## config.mk

```make
export PLATFORM = sky130hd
export DESIGN_NAME = quad_gray_decoder
export DESIGN_NICKNAME = d
export VERILOG_FILES = /design/src/rtl/quad_gray_decoder.sv
export SDC_FILE = /design/constraint.sdc
export NUM_CORES = 1
export LEC_CHECK = 0
export BUFFER_PORTS_ARGS = -buffer_cell sky130_fd_sc_hd__clkbuf_2
export CORE_UTILIZATION = 25
export CTS_BUF_LIST = sky130_fd_sc_hd__clkbuf_2
export DETAILED_ROUTE_END_ITERATION = 10
export HOLD_SLACK_MARGIN = 0.06
export SLEW_MARGIN = 10
export SYNTH_ARGS = -nofsm -noshare
export SYNTH_HDL_FRONTEND = slang
export SYNTH_SLANG_ARGS = --single-unit
```

## constraint.sdc

```tcl
create_clock -name clk -period 2.33 [get_ports clk]
set_input_delay 0.466 -clock clk [delete_from_list [all_inputs] [get_ports clk]]
set_output_delay 0.466 -clock clk [all_outputs]
set_load 0.005 [all_outputs]
```

## src/rtl/quad_gray_decoder.sv

```systemverilog
// Quadrature Gray decoder: 2-FF sync, per-channel debounce, phase decode, wrapping position counter.
// Define QUAD_X4_EN to count every legal phase transition; otherwise only the 10<->00 edge is counted.
module quad_gray_decoder #(
    parameter int COUNT_W  = 8,
    parameter int DEB_CYC  = 100000,
    parameter int SETTLE_W = 20
) (
    input  logic               clk,
    input  logic               rst_n,
    input  logic               enc_a,
    input  logic               enc_b,
    input  logic               clr,
    output logic [COUNT_W-1:0] count,
    output logic               dir,
    output logic               step,
    output logic               err,
    output logic               ready
);

    typedef enum logic {
        INIT,
        TRACK
    } state_t;

    localparam logic [SETTLE_W-1:0] DEB_LAST    = SETTLE_W'(DEB_CYC - 1);
    localparam logic [SETTLE_W-1:0] SETTLE_DONE = SETTLE_W'(DEB_CYC + 2);

    state_t              state;
    state_t              state_next;
    logic [1:0]          s1;
    logic [1:0]          s2;
    logic [1:0]          filt;
    logic [SETTLE_W-1:0] deb_cnt [2];
    logic [SETTLE_W-1:0] settle;
    logic [SETTLE_W-1:0] settle_next;
    logic [1:0]          ph;
    logic [1:0]          prev;
    logic [1:0]          prev_next;
    logic [COUNT_W-1:0]  count_next;
    logic                dir_next;
    logic                step_next;
    logic                err_next;
    logic                ready_next;
    logic                fwd;
    logic                bwd;
    logic                jump;
    logic                cnt_up;
    logic                cnt_dn;

    function automatic logic [1:0] gray_next(input logic [1:0] p);
        case (p)
            2'b00:   gray_next = 2'b01;
            2'b01:   gray_next = 2'b11;
            2'b11:   gray_next = 2'b10;
            default: gray_next = 2'b00;
        endcase
    endfunction

    // A bounce back to the filtered value restarts that channel's count.
    always_ff @(posedge clk) begin
        if (!rst_n) begin
            s1         <= '0;
            s2         <= '0;
            filt       <= '0;
            deb_cnt[0] <= '0;
            deb_cnt[1] <= '0;
        end else begin
            s1 <= {enc_b, enc_a};
            s2 <= s1;
            for (int i = 0; i < 2; i++) begin
                if (s2[i] == filt[i]) begin
                    deb_cnt[i] <= '0;
                end else if (deb_cnt[i] == DEB_LAST) begin
                    filt[i]    <= s2[i];
                    deb_cnt[i] <= '0;
                end else begin
                    deb_cnt[i] <= deb_cnt[i] + SETTLE_W'(1);
                end
            end
        end
    end

    assign ph   = filt;
    assign fwd  = (ph == gray_next(prev));
    assign bwd  = (prev == gray_next(ph));
    assign jump = (ph == ~prev);

`ifdef QUAD_X4_EN
    assign cnt_up = fwd;
    assign cnt_dn = bwd;
`else
    assign cnt_up = fwd && (prev == 2'b10);
    assign cnt_dn = bwd && (prev == 2'b00);
`endif

    always_ff @(posedge clk) begin
        if (!rst_n) begin
            state  <= INIT;
            settle <= '0;
            prev   <= '0;
            count  <= '0;
            dir    <= 1'b0;
            step   <= 1'b0;
            err    <= 1'b0;
            ready  <= 1'b0;
        end else begin
            state  <= state_next;
            settle <= settle_next;
            prev   <= prev_next;
            count  <= count_next;
            dir    <= dir_next;
            step   <= step_next;
            err    <= err_next;
            ready  <= ready_next;
        end
    end

    // INIT waits out the sync + debounce pipeline so the power-on phase never reads as a step.
    always_comb begin
        state_next  = state;
        settle_next = settle;
        case (state)
            INIT: begin
                if (settle == SETTLE_DONE) begin
                    state_next = TRACK;
                end else begin
                    settle_next = settle + SETTLE_W'(1);
                end
            end
            default: state_next = TRACK;
        endcase
    end

    always_comb begin
        prev_next  = prev;
        count_next = count;
        dir_next   = dir;
        step_next  = 1'b0;
        err_next   = err;
        ready_next = ready;
        case (state)
            INIT: begin
                if (settle == SETTLE_DONE) begin
                    prev_next  = ph;
                    ready_next = 1'b1;
                end
            end
            default: begin
                prev_next = ph;
                if (fwd) begin
                    dir_next = 1'b1;
                end else if (bwd) begin
                    dir_next = 1'b0;
                end
                if (cnt_up) begin
                    count_next = count + COUNT_W'(1);
                    step_next  = 1'b1;
                end else if (cnt_dn) begin
                    count_next = count - COUNT_W'(1);
                    step_next  = 1'b1;
                end
                if (jump) begin
                    err_next = 1'b1;
                end
            end
        endcase
        // Clear wins over a coincident step, but the step still pulses.
        if (clr) begin
            count_next = '0;
            err_next   = 1'b0;
        end
    end

endmodule

```

* Word-level counts from Yosys, hierarchy flattened
Memory sizes are Yosys's and may differ from the RTL's.
Cells that the tools add are included.
** Operators by class
- Add/subtract/negate cells :: 5
- Equal/unequal tests :: 13
- Mux-type cells :: 41
- Bitwise operators :: 12
- Reductions and logical operators :: 16
** Operators with widths (number)
- 2-to-1 mux 20 bit :: 6
- adder 20 x 1 -> 20 bit (second input constant) :: 3
- equality test 20 x 17 -> 1 bit (second input constant) :: 3
- 2-to-1 mux 1 bit :: 29
- 2-to-1 mux 8 bit :: 2
- AND reduction 2 bit :: 8
- case mux 2 bit (3 select lines) :: 2
- adder 8 x 1 -> 8 bit (second input constant) :: 1
- subtractor 8 x 1 -> 8 bit (second input constant) :: 1
- equality test 2 bit :: 3
- equality test 2 bit (second input constant) :: 3
- bitwise OR 1 bit :: 6
- nonzero test 2 bit :: 3
- inverter 1 bit :: 5
- equality test 2 x 1 -> 1 bit (second input constant) :: 2
- zero test 2 bit :: 2
- 2-to-1 mux 2 bit :: 2
- equality test 1 bit :: 2
- logical AND 1 bit :: 2
- inverter 2 bit :: 1
- OR reduction 2 bit :: 1
** Storage, ports and cells
- Flip-flop bits (word level) :: 41
- Memory bits (writable) :: 40
- Input port bits :: 5
- Output and inout port bits :: 12
- Word-level logic and storage cells :: 100
- Memories kept :: 1
** Memories
- deb_cnt :: depth 2, bits a word 20, read ports 2, clocked after Yosys merged registers in 0, wr ports 2, RTL line 33 : logic [SETTLE_W-1:0] deb_cnt [2];

* Logic depth before layout (Yosys ltp)
Gate-level depths: netlist of run 1.
- Depth in word-level cells :: 7
- Depth in mapped cells :: 10
- Depth with buffers taken out :: 9

* Worst setup path before layout of run 1
Ideal clock, no wire load.
- Path kind :: flip-flop to flip-flop
- Start :: reg filt[1]
- End :: reg count[7]
- Library setup time :: 0.072 ns
- Arrival time :: 2.109 ns
- Required time :: 2.258 ns
- Path slack :: 0.149 ns
- Stages on the path, launching flop included :: 10
- Buffers on the path :: 1
- Period minus slack after synthesis :: 2.181 ns
- Cell sequence :: dfxtp_1 -> clkbuf_1 -> nor2b_1 -> nand2_1 -> ha_1 -> a21oi_1 -> o211ai_1 -> a2111o_1 -> o21ai_0 -> mux2i_1
** Between the ends
- Longest elaborated chain between the ends :: 6
- Elaborated cells between the ends (all ways) :: 11
- Those cells by class :: eq/ne (4); mux (2); reduce/logical (5)
** Ends and longest elaborated chain
- start: declaration :: RTL line 32 : logic [1:0] filt;
- start signal: indexed assignment :: RTL line 74 : filt[i] <= s2[i];
- equality test 2 bit (tied with other cells) :: RTL line 51 : case (p)
- case mux 2 bit (3 select lines) :: RTL line 51
- equality test 2 bit :: RTL line 85 : assign bwd = (prev == gray_next(ph));
- logical AND 1 bit :: RTL line 93 : assign cnt_dn = bwd && (prev == 2'b00);
- nonzero test 2 bit (no source line)
- AND reduction 2 bit (no source line)
- end signal: assignment :: RTL line 110 : count <= count_next;
- end: declaration :: RTL line 13 : output logic [COUNT_W-1:0] count,
Parallel ways exist; a longest one is shown, timed or not.
A chain may end at the register's enable or synchronous reset.

* Worst setup path in the final report of run 1
- Start :: reg prev[0]
- End :: reg count[7]
** Between the ends
- Longest elaborated chain between the ends :: 6
- Elaborated cells between the ends (all ways) :: 12
- Those cells by class :: eq/ne (5); mux (2); reduce/logical (5)
** Ends and longest elaborated chain
- start: declaration :: RTL line 37 : logic [1:0] prev;
- start signal: assignment :: RTL line 109 : prev <= prev_next;
- equality test 2 bit (tied with other cells) :: RTL line 51
- case mux 2 bit (3 select lines) :: RTL line 51
- equality test 2 bit :: RTL line 84 : assign fwd = (ph == gray_next(prev));
- logical AND 1 bit :: RTL line 92 : assign cnt_up = fwd && (prev == 2'b10);
- nonzero test 2 bit (no source line)
- AND reduction 2 bit (no source line)
Parallel ways exist; a longest one is shown, timed or not.

==> results by stage, run 1 <==
Outcome:
- The flow ran to the end, and the final reports show no timing, DRC or antenna violations.

Place:
- Summed over all nets, the half-perimeter wirelength after detailed placement is 5862 um.
- Before CTS, the worst setup slack after placement is 76.78 ps.
- At the end of routability-driven placement, the weighted congestion stood at 0.8139.
- Port buffering added 16 buffers.

Clock tree:
- The number of sinks handled by clock tree synthesis is 81.
- The CTS tree is built.
- After clock tree synthesis, the clock-pin slew on the worst setup and hold paths is 210 ps.
- The number of levels in the clock H-tree is 3.
- In this run the post-CTS setup repair buffer count came out at 0.
- The maximum count of clock buffers along a single path is 2.
- For the worst-skew pair, the clock arrives at the later sink with an insertion delay of 540 ps.
- TritonCTS created 9 clock buffers.
- The clock root buffer master is sky130_fd_sc_hd__clkbuf_2.

Synthesis:
- The cell count after synthesis is 433.
- The number of warnings printed during yosys synthesis is 0.
- After synthesis, the mean cell area works out to 9.669 um^2.
- The cell area that synthesis handed to floorplanning was 4187 um^2.
- The flip-flop cell with the highest count after synthesis is sky130_fd_sc_hd__dfxtp_1.
- The top cell type by total area after synthesis is sky130_fd_sc_hd__edfxtp_1.
- Sorting the synthesized cells by area gives the leading types as sky130_fd_sc_hd__edfxtp_1, sky130_fd_sc_hd__dfxtp_1, sky130_fd_sc_hd__xor2_1, sky130_fd_sc_hd__nor2_1, sky130_fd_sc_hd__xnor2_1.
- After synthesis, the share of flip-flops with an asynchronous set or reset is 0.
- After synthesis, the netlist uses 45 different library cells.
- Synthesis inferred 81 register bits.
- The fraction of synthesized cell area taken by the top area cell type is 0.2869.
- Counting flops with a built-in enable in the synthesized netlist gives 40.
- The post-synthesis sequential area ratio is 0.4830.

Critical path:
- The depth of the worst register-to-register path is 8.
- STA classifies the critical path startpoint as a flop.
- The critical path is of the reg2reg type.
- The endpoint of the most critical register-to-register path is count[7]$_SDFFE_PP0P_.
- The top cell family by delay on the critical path is compound AO/OA/AOI/OAI gates.
- The slowest stage of the critical path is the sky130_fd_sc_hd__a2111o_1 cell.
- The setup slack on the worst flop-to-flop path is ~240 ps.
- The worst setup path is captured at a flop.
- The top fanout value on the critical path is 8.
- The number of buffer and inverter stages on the critical path is 0.
- On the worst path, the slowest cell contributes a delay of 410 ps.
- For the worst setup path, the data required time is about 2800 ps.
- The worst register-to-register path begins at prev[0]$_SDFFE_PN0N_.
- Traced cell by cell, the critical path runs through nor2_2, nand2_2, ha_1, a21oi_2, o211ai_1, a2111o_1, o21ai_0, mux2i_1.
- Data on the critical path arrives at its endpoint at about 2600 ps.

Timing:
- In the finished design, the share of the clock period the worst path needs comes to 0.8964.
- Once routing completed, OpenROAD measured the worst setup slack at around 240 ps.
- Setup repair after global routing left no endpoint under its margin.
- Adding up every negative setup slack in the final design gives 0 ps.
- For the final database, setup skew stands at 30.77 ps.
- The final hold violation count was 0.
- The transition time at the pin with the least slew margin is 598.2 ps.
- The remaining max-slew budget at the tightest pin is 0.5985.
- The final critical-path required period is 2089 ps.
- The total setup violations reported at the end of the flow is 0.
- The achievable clock frequency is about 480 MHz.
- The max-slew violation count was 0.
- The tightest hold path in the finished design has a slack of 132.5 ps.

Routing:
- The detail-routed via count per cell is 4.420.
- The wire length per cell after detailed routing is 11.04 um.
- Wires add up to a little under 8000 um.
- The number of iterations in the first detailed-routing pass is 4.
- After the first detailed-routing iteration, the DRC count stood at 103.
- After detailed routing, the number of remaining DRC violations is 0.
- The via count of the routed design is about 3200.
- The count of nets left with antenna violations after detail routing is 0.

Die:
- The number of placed I/O pins is 17.
- For this configuration, the core starts out at a cell density of 0.2598.
- The area of the die is ~17000 um^2.
- In this run the horizontal extent of the chip is 131.4 um.
- Measured along the y axis, the die boundary spans 131.4 um.
- The floorplan has 46 rows.
- The placeable core region is 16120 um^2.

Hold path:
- Along the worst hold path, the cell count comes to 2.
- The worst hold path terminates at s1[1]$_SDFF_PN0_.
- The worst hold path class is in2reg.
- The start point of the worst min-delay path is enc_b.

Power and ir drop:
- The internal power summed over all cells is 1.819 mW.
- The completed layout was analyzed and its total power is ~2.4 mW.
- The part of the power in the clock network is 0.304.
- The switching part of the total power is 0.2437.
- The maximum ir drop on the vdd rail is 0.2636 mV.
- The power density over cell area is 499.0 nW/um^2.
- The switching power total is 586.1 uW.
- The static power due to leakage is 1.804 nW.
- The share of total power dissipated in combinational logic is 0.042.
- Of the total power, registers draw 0.654.

Global route:
- The met3 track utilization from global routing is 0.02045.
- Entering global routing, the biggest net connects 27 pins.
- The overall fraction of global-route tracks in use is 0.09689.
- The number of antenna violations at the first check in global routing was 1.
- The number of global-route vias before repair is 3118.
- The first-pass GRT wire length is 13860 um.
- Summed over all layers, the global routing overflow is 0.
- met2 is the most crowded layer.
- The fraction of met1 tracks used by global routing is 0.1139.
- In the global route stage, met2 resource usage came out at 0.1678.

Finish:
- Compared with the post-synthesis result, the final layout area differs by 15.15%.
- Of the cells placed in the final design, the portion with a size suffix greater than 1 is 0.1060.
- For this run, the post-layout net count is between 500 and 600.

Job:
- The reported max-cap violation count is 0.
cell usage in the layout (no fill, tap or decap), drive strengths merged, types with 11 or more instances in the layout:
cell / synthesis / routed
nand4: 15 / 15
nor3: 13 / 13
edfxtp: 40 / 40
inv: 14 / 14
nor2: 80 / 80
nand3: 22 / 22
conb: 1 / 40
ha: 11 / 11
a21oi: 13 / 13
clkbuf: 8 / 26
nor4: 13 / 13
xor2: 35 / 35
xnor2: 26 / 26
dfxtp: 41 / 41
nand2: 26 / 26
cells in the mapped netlist, types with 8 or more instances:
master and count:
sky130_fd_sc_hd__edfxtp_1 40, sky130_fd_sc_hd__a21oi_1 13, sky130_fd_sc_hd__xor2_1 35, sky130_fd_sc_hd__clkbuf_1 8
sky130_fd_sc_hd__xnor2_1 26, sky130_fd_sc_hd__ha_1 11, sky130_fd_sc_hd__nor3_1 13, sky130_fd_sc_hd__nand3_1 22
sky130_fd_sc_hd__and2_1 8, sky130_fd_sc_hd__mux2i_1 8, sky130_fd_sc_hd__inv_1 14, sky130_fd_sc_hd__nand2_1 26
sky130_fd_sc_hd__nand4_1 13, sky130_fd_sc_hd__nor2_1 80, sky130_fd_sc_hd__nor4_1 12, sky130_fd_sc_hd__dfxtp_1 41
power groups by stage:
stage	logic [mW]	registers, mW	clock network (mW)
2_1_floorplan	0.0791	1.59	0
3_3_place_gp	0.0972	1.60	0
3_5_place_dp	0.0993	1.60	0
4_1_cts	0.100	1.57	0.763
5_1_grt	0.117	1.58	0.816
6_report	0.101	1.57	0.732
how the worst max path moves through the flow:
| stage | startpoint | endpoint | depth (start not counted) |
|---|---|---|---|
| 3_5_place_dp | prev[0]$_SDFFE_PN0N_ | count[7]$_SDFFE_PP0P_ | 8 |
| 4_1_cts | prev[0]$_SDFFE_PN0N_ | count[7]$_SDFFE_PP0P_ | 8 |
| 6_report | prev[0]$_SDFFE_PN0N_ | count[7]$_SDFFE_PP0P_ | 8 |
| 3_3_place_gp | prev[0]$_SDFFE_PN0N_ | count[7]$_SDFFE_PP0P_ | 8 |
| 2_1_floorplan | filt[1]$_SDFFE_PN0P_ | count[7]$_SDFFE_PP0P_ | 9 |
| 5_1_grt | deb_cnt[1][0]$_SDFFCE_PN0P_ | deb_cnt[1][13]$_SDFFCE_PN0P_ | 6 |
logic make-up (layout without fill, tap and decap cells):
kind of cell,Yosys count,after routing,synth area share
adders and majority gates,12,12,0.03766
DFF,81,81,0.4830
buffers and inverters,27,55,0.02540
and+or+nand+nor,208,208,0.2552
AOI/OAI and AO/OA,35,35,0.05110
xor gates and xnor gates,61,61,0.1276
muxes,8,8,0.01913
other,1,41,0.0008957
sequential cells by signal (all words and copies together), names as in the netlist, 2 cells and up:
name and flops:
deb_cnt 40, prev 2, count 8, s2 2, settle 20, s1 2, filt 2
final cells by class:
cell class | count | area, um^2
multi-input combinational | 364 | 2220
fill | 1721 | 11290
sequential | 81 | 2023
inverter | 15 | 56.30
tap | 216 | 270.3
antenna | 1 | 2.502
clock buffer | 10 | 50.05
clock inverter | 6 | 58.81
timing repair buffer | 24 | 140.1
routing by layer:
metal,vias up,part of all wire
li1,1604,-
met1,1510,0.47
met2,44,0.48
met3,11,0.033
met4,0,0.018
met5,-,0
timing repair:
item / 4_1_cts / 5_1_grt
resized for setup: 0 / 6
hold buffers: 0 / 0
endpoints found under the setup margin: 0 / 2
metrics by stage:
stage,cell area [um^2],util,cells
2_1_floorplan,4333,-,472
3_3_place_gp,4693,0.2912,700
3_5_place_dp,4693,0.2912,700
4_1_cts,4802,0.2980,716
5_1_grt,4821,0.2991,717
6_report,4821,0.2991,717
No activity file was read; power rests on OpenSTA's default activity.
==> inputs of run 2 (changes only) <==
--- a/config.mk
+++ b/config.mk
@@ -10,6 +10,7 @@
 export CTS_BUF_LIST = sky130_fd_sc_hd__clkbuf_2
 export DETAILED_ROUTE_END_ITERATION = 10
 export HOLD_SLACK_MARGIN = 0.06
+export PLACE_DENSITY = 0.42
 export SLEW_MARGIN = 10
 export SYNTH_ARGS = -nofsm -noshare
 export SYNTH_HDL_FRONTEND = slang
==> run 2 against run 1 <==
  * Power increased by 6.1%
  * Fmax fell by 1.8%
  * Critical endpoint unchanged
  * Via count decreased by 3.0%
==> results by stage, run 2 (same netlist as run 1, synthesis figures left out) <==
Outcome:
- The flow ran to the end, and the final reports show no timing, DRC or antenna violations.

Clock tree:
- The number of sinks handled by clock tree synthesis is 81 (unchanged).
- The post-CTS repair timing setup buffer count was 0 (unchanged).
- The number of levels in the clock H-tree is 3 (unchanged).
- The maximum count of clock buffers along a single path came to 2 (unchanged).
- In this run the clock root is driven by a sky130_fd_sc_hd__clkbuf_2.
- The clock input transition at the sequential cells of the worst setup and hold paths is 230 ps (+20 ps).
- The clock latency on the worst-skew pair is 560 ps (+20 ps).
- The clock buffer count from CTS is 9 (unchanged).
- The CTS tree is built.

Timing:
- The worst clock skew is 27.78 ps (-2.990 ps).
- The total setup violations reported at the end of the flow is 0 (unchanged).
- The max-slew violation count is 0 (unchanged).
- The final hold violation count was 0 (unchanged).
- The summed negative setup slack over all endpoints is 0 ps (unchanged).
- The transition time at the pin with the least slew margin is 558.7 ps (-39.46 ps).
- The slack of the critical path is 203.6 ps (-37.93 ps).
- Setup repair after global routing left no endpoint under its margin.
- The final critical-path required period came to 2126 ps (+37.93 ps).
- The achievable clock frequency is 470.3 MHz (-1.8%).
- The final period utilization is 0.9126 (+0.01628).
- The remaining max-slew budget at the tightest pin is 0.6246 (+0.02612).

Critical path:
- The depth of the worst register-to-register path was 8 (unchanged).
- The kind of critical path is reg2reg.
- The setup slack on the worst flop-to-flop path is 200 ps (-40 ps).
- The critical path required time is 2850 ps (+50 ps).
- The largest incremental delay on the critical path is 410 ps (about the same).
- The signal arrival time at the worst endpoint is 2640 ps (+80 ps).
- The top fanout value on the critical path is 8 (unchanged).
- The endpoint of the most critical register-to-register path is count[7]$_SDFFE_PP0P_.
- On the critical path, the stage with the largest delay is an instance of sky130_fd_sc_hd__dfxtp_1.
- The worst setup path is launched from a flop.
- The endpoint class of the critical path is a flop.
- In this run the critical register-to-register path is launched from prev[0]$_SDFFE_PN0N_.
- Traced cell by cell, the critical path runs through nor2_2, nand2_2, ha_1, a21oi_2, o211ai_1, a2111o_1, o21ai_0, mux2i_1.

Place:
- The setup slack at placement is 47.57 ps (-29.21 ps).
- The final estimated routing congestion in global placement is 0.7443 (-8.6%).
- The number of buffer cells added on primary ports is 16 (unchanged).
- The post-DP HPWL was 5918 um (+0.95%).

Hold path:
- The worst hold path class is in2reg.
- The end point of the worst hold path is count[7]$_SDFFE_PP0P_.
- The number of cells on the worst hold path came to 4 (+2).
- The start point of the worst min-delay path is clr.

Routing:
- The residual DRC count was 0 (unchanged).
- The violation count after the first detailed-routing iteration is 100 (-2.9%).
- The aggregate routed wire length is 8166 um (+3.1%).
- The count of nets left with antenna violations after detail routing is 0 (unchanged).
- The wire length per cell after detailed routing is 11.29 um (+2.3%).
- The via count of the routed design was 3073 (-3.0%).
- The detail-routed via count per cell is 4.250 (-3.8%).
- The number of iterations in the first detailed-routing pass is 4 (unchanged).

Die:
- The area of the die is 17270 um^2 (unchanged).
- The placeable core region came to 16120 um^2 (unchanged).
- The chip width is 131.4 um (unchanged).
- The initial standard-cell utilization of the core is 0.2598 (unchanged).
- The number of placed I/O pins is 17 (unchanged).
- The height of the die is 131.4 um (unchanged).
- The number of core rows came to 46 (unchanged).

Power and ir drop:
- The maximum ir drop on the vdd rail is 0.2265 mV (-14%).
- The power density over cell area is 520.0 nW/um^2 (+4.2%).
- The static power due to leakage is 1.856 nW (+2.9%).
- The overall power consumption is 2.553 mW (+6.1%).

Finish:
- The largest registers in the layout are deb_cnt (40), settle (20), count (8).
- The largest register by flop count is deb_cnt.
- The area growth from synthesis to layout is 17.27%.
- The final-stage net count is 519 (+1.4%).
- The number of flip-flops in the largest register is 40 (unchanged).
- The number of antenna repair diodes was 0 (-1).
- The library cell used most frequently in the layout, excluding fill and tap cells, is sky130_fd_sc_hd__nor2_1.
- In the layout the commonest cells are sky130_fd_sc_hd__nor2_1, sky130_fd_sc_hd__dfxtp_1, sky130_fd_sc_hd__edfxtp_1, sky130_fd_sc_hd__conb_1, sky130_fd_sc_hd__xor2_1.
- The fraction of final layout cells sized beyond drive strength 1 is 0.1124 (+0.006426).

Global route:
- The largest net degree at the start of global routing is 22 (-19%).
- The remaining global-route overflow is 0 (unchanged).
- The number of global-route vias before repair is 3064 (-1.7%).
- The first-pass GRT wire length is 14190 um (+2.3%).
- The overall fraction of global-route tracks in use is 0.1016 (+0.004699).
- The number of antenna violations at the first check in global routing is 0 (-1).

Job:
- The reported max-cap violation count is 0 (unchanged).
==> run 2: cell types whose count changed in the layout (fill, tap and decap cells not counted), sizes merged <==
cell,previous run,this run
clkbuf,26,27
bufinv,1,2
dlygate4sd3,0,2
diode,1,0
clkinv,4,2
buf,8,13
==> run 2: worst max path at each step <==
| stage | slack (ps) | to | depth (start not counted) | start |
|---|---|---|---|---|
| after floorplan | 150 | count[7]$_SDFFE_PP0P_ | 9 | filt[1]$_SDFFE_PN0P_ |
| after detailed placement | 50 | count[7]$_SDFFE_PP0P_ | 8 | prev[0]$_SDFFE_PN0N_ |
| after CTS | 60 | count[7]$_SDFFE_PP0P_ | 8 | prev[1]$_SDFFE_PN0N_ |
| after global placement | 90 | count[7]$_SDFFE_PP0P_ | 8 | prev[0]$_SDFFE_PN0N_ |
| final | 200 | count[7]$_SDFFE_PP0P_ | 8 | prev[0]$_SDFFE_PN0N_ |
| after global routing | 60 | count[7]$_SDFFE_PP0P_ | 8 | prev[0]$_SDFFE_PN0N_ |
==> run 2: what timing repair did <==
item / CTS / global route
resized for setup: 1 / 3
setup endpoints to repair: 1 / 1
hold endpoints to repair: 2 / 0
hold buffers: 2 / 0
==> run 2: layer usage <==
metal | track usage | part of all wire
met5 | 0 | 0
met4 | 0.05426 | 0.020
met3 | 0.02083 | 0.024
met2 | 0.1573 | 0.44
met1 | 0.1323 | 0.52
==> run 2: area by class of cell <==
class	count	area, um^2
fill	1770	11210
multi-input combinational	364	2216
sequential	81	2022
tap	216	270.3
timing repair buffer	31	210.2
clock inverter	5	80.08
inverter	15	56.30
clock buffer	11	55.05
==> run 2: critical path, delay by kind of cell (launching register included) <==
kind            cells  cell delay (ps)
compound gates      4              850
flops               1              410
fa+ha+maj           1              320
simple gates        2              310
mux                 1              190
==> run 2: report_power, final <==
part           internal, mW  switching (mW)  leakage (nW)  total, mW
Clock                 0.361           0.514        0.0782      0.875
Sequential             1.53          0.0394         0.744       1.57
Combinational        0.0453          0.0594          1.03      0.105
Total                  1.94           0.613          1.86       2.55
==> run 2: through the flow <==
stage	hold WS (ps)	instance area, um^2	util	cells
floorplan	411.9	4333	-	472
global placement	439.5	4743	0.2943	705
detailed placement	426.4	4743	0.2943	705
CTS	128.3	4901	0.3041	723
global route	153.3	4910	0.3047	723
finish	182.5	4910	0.3047	723
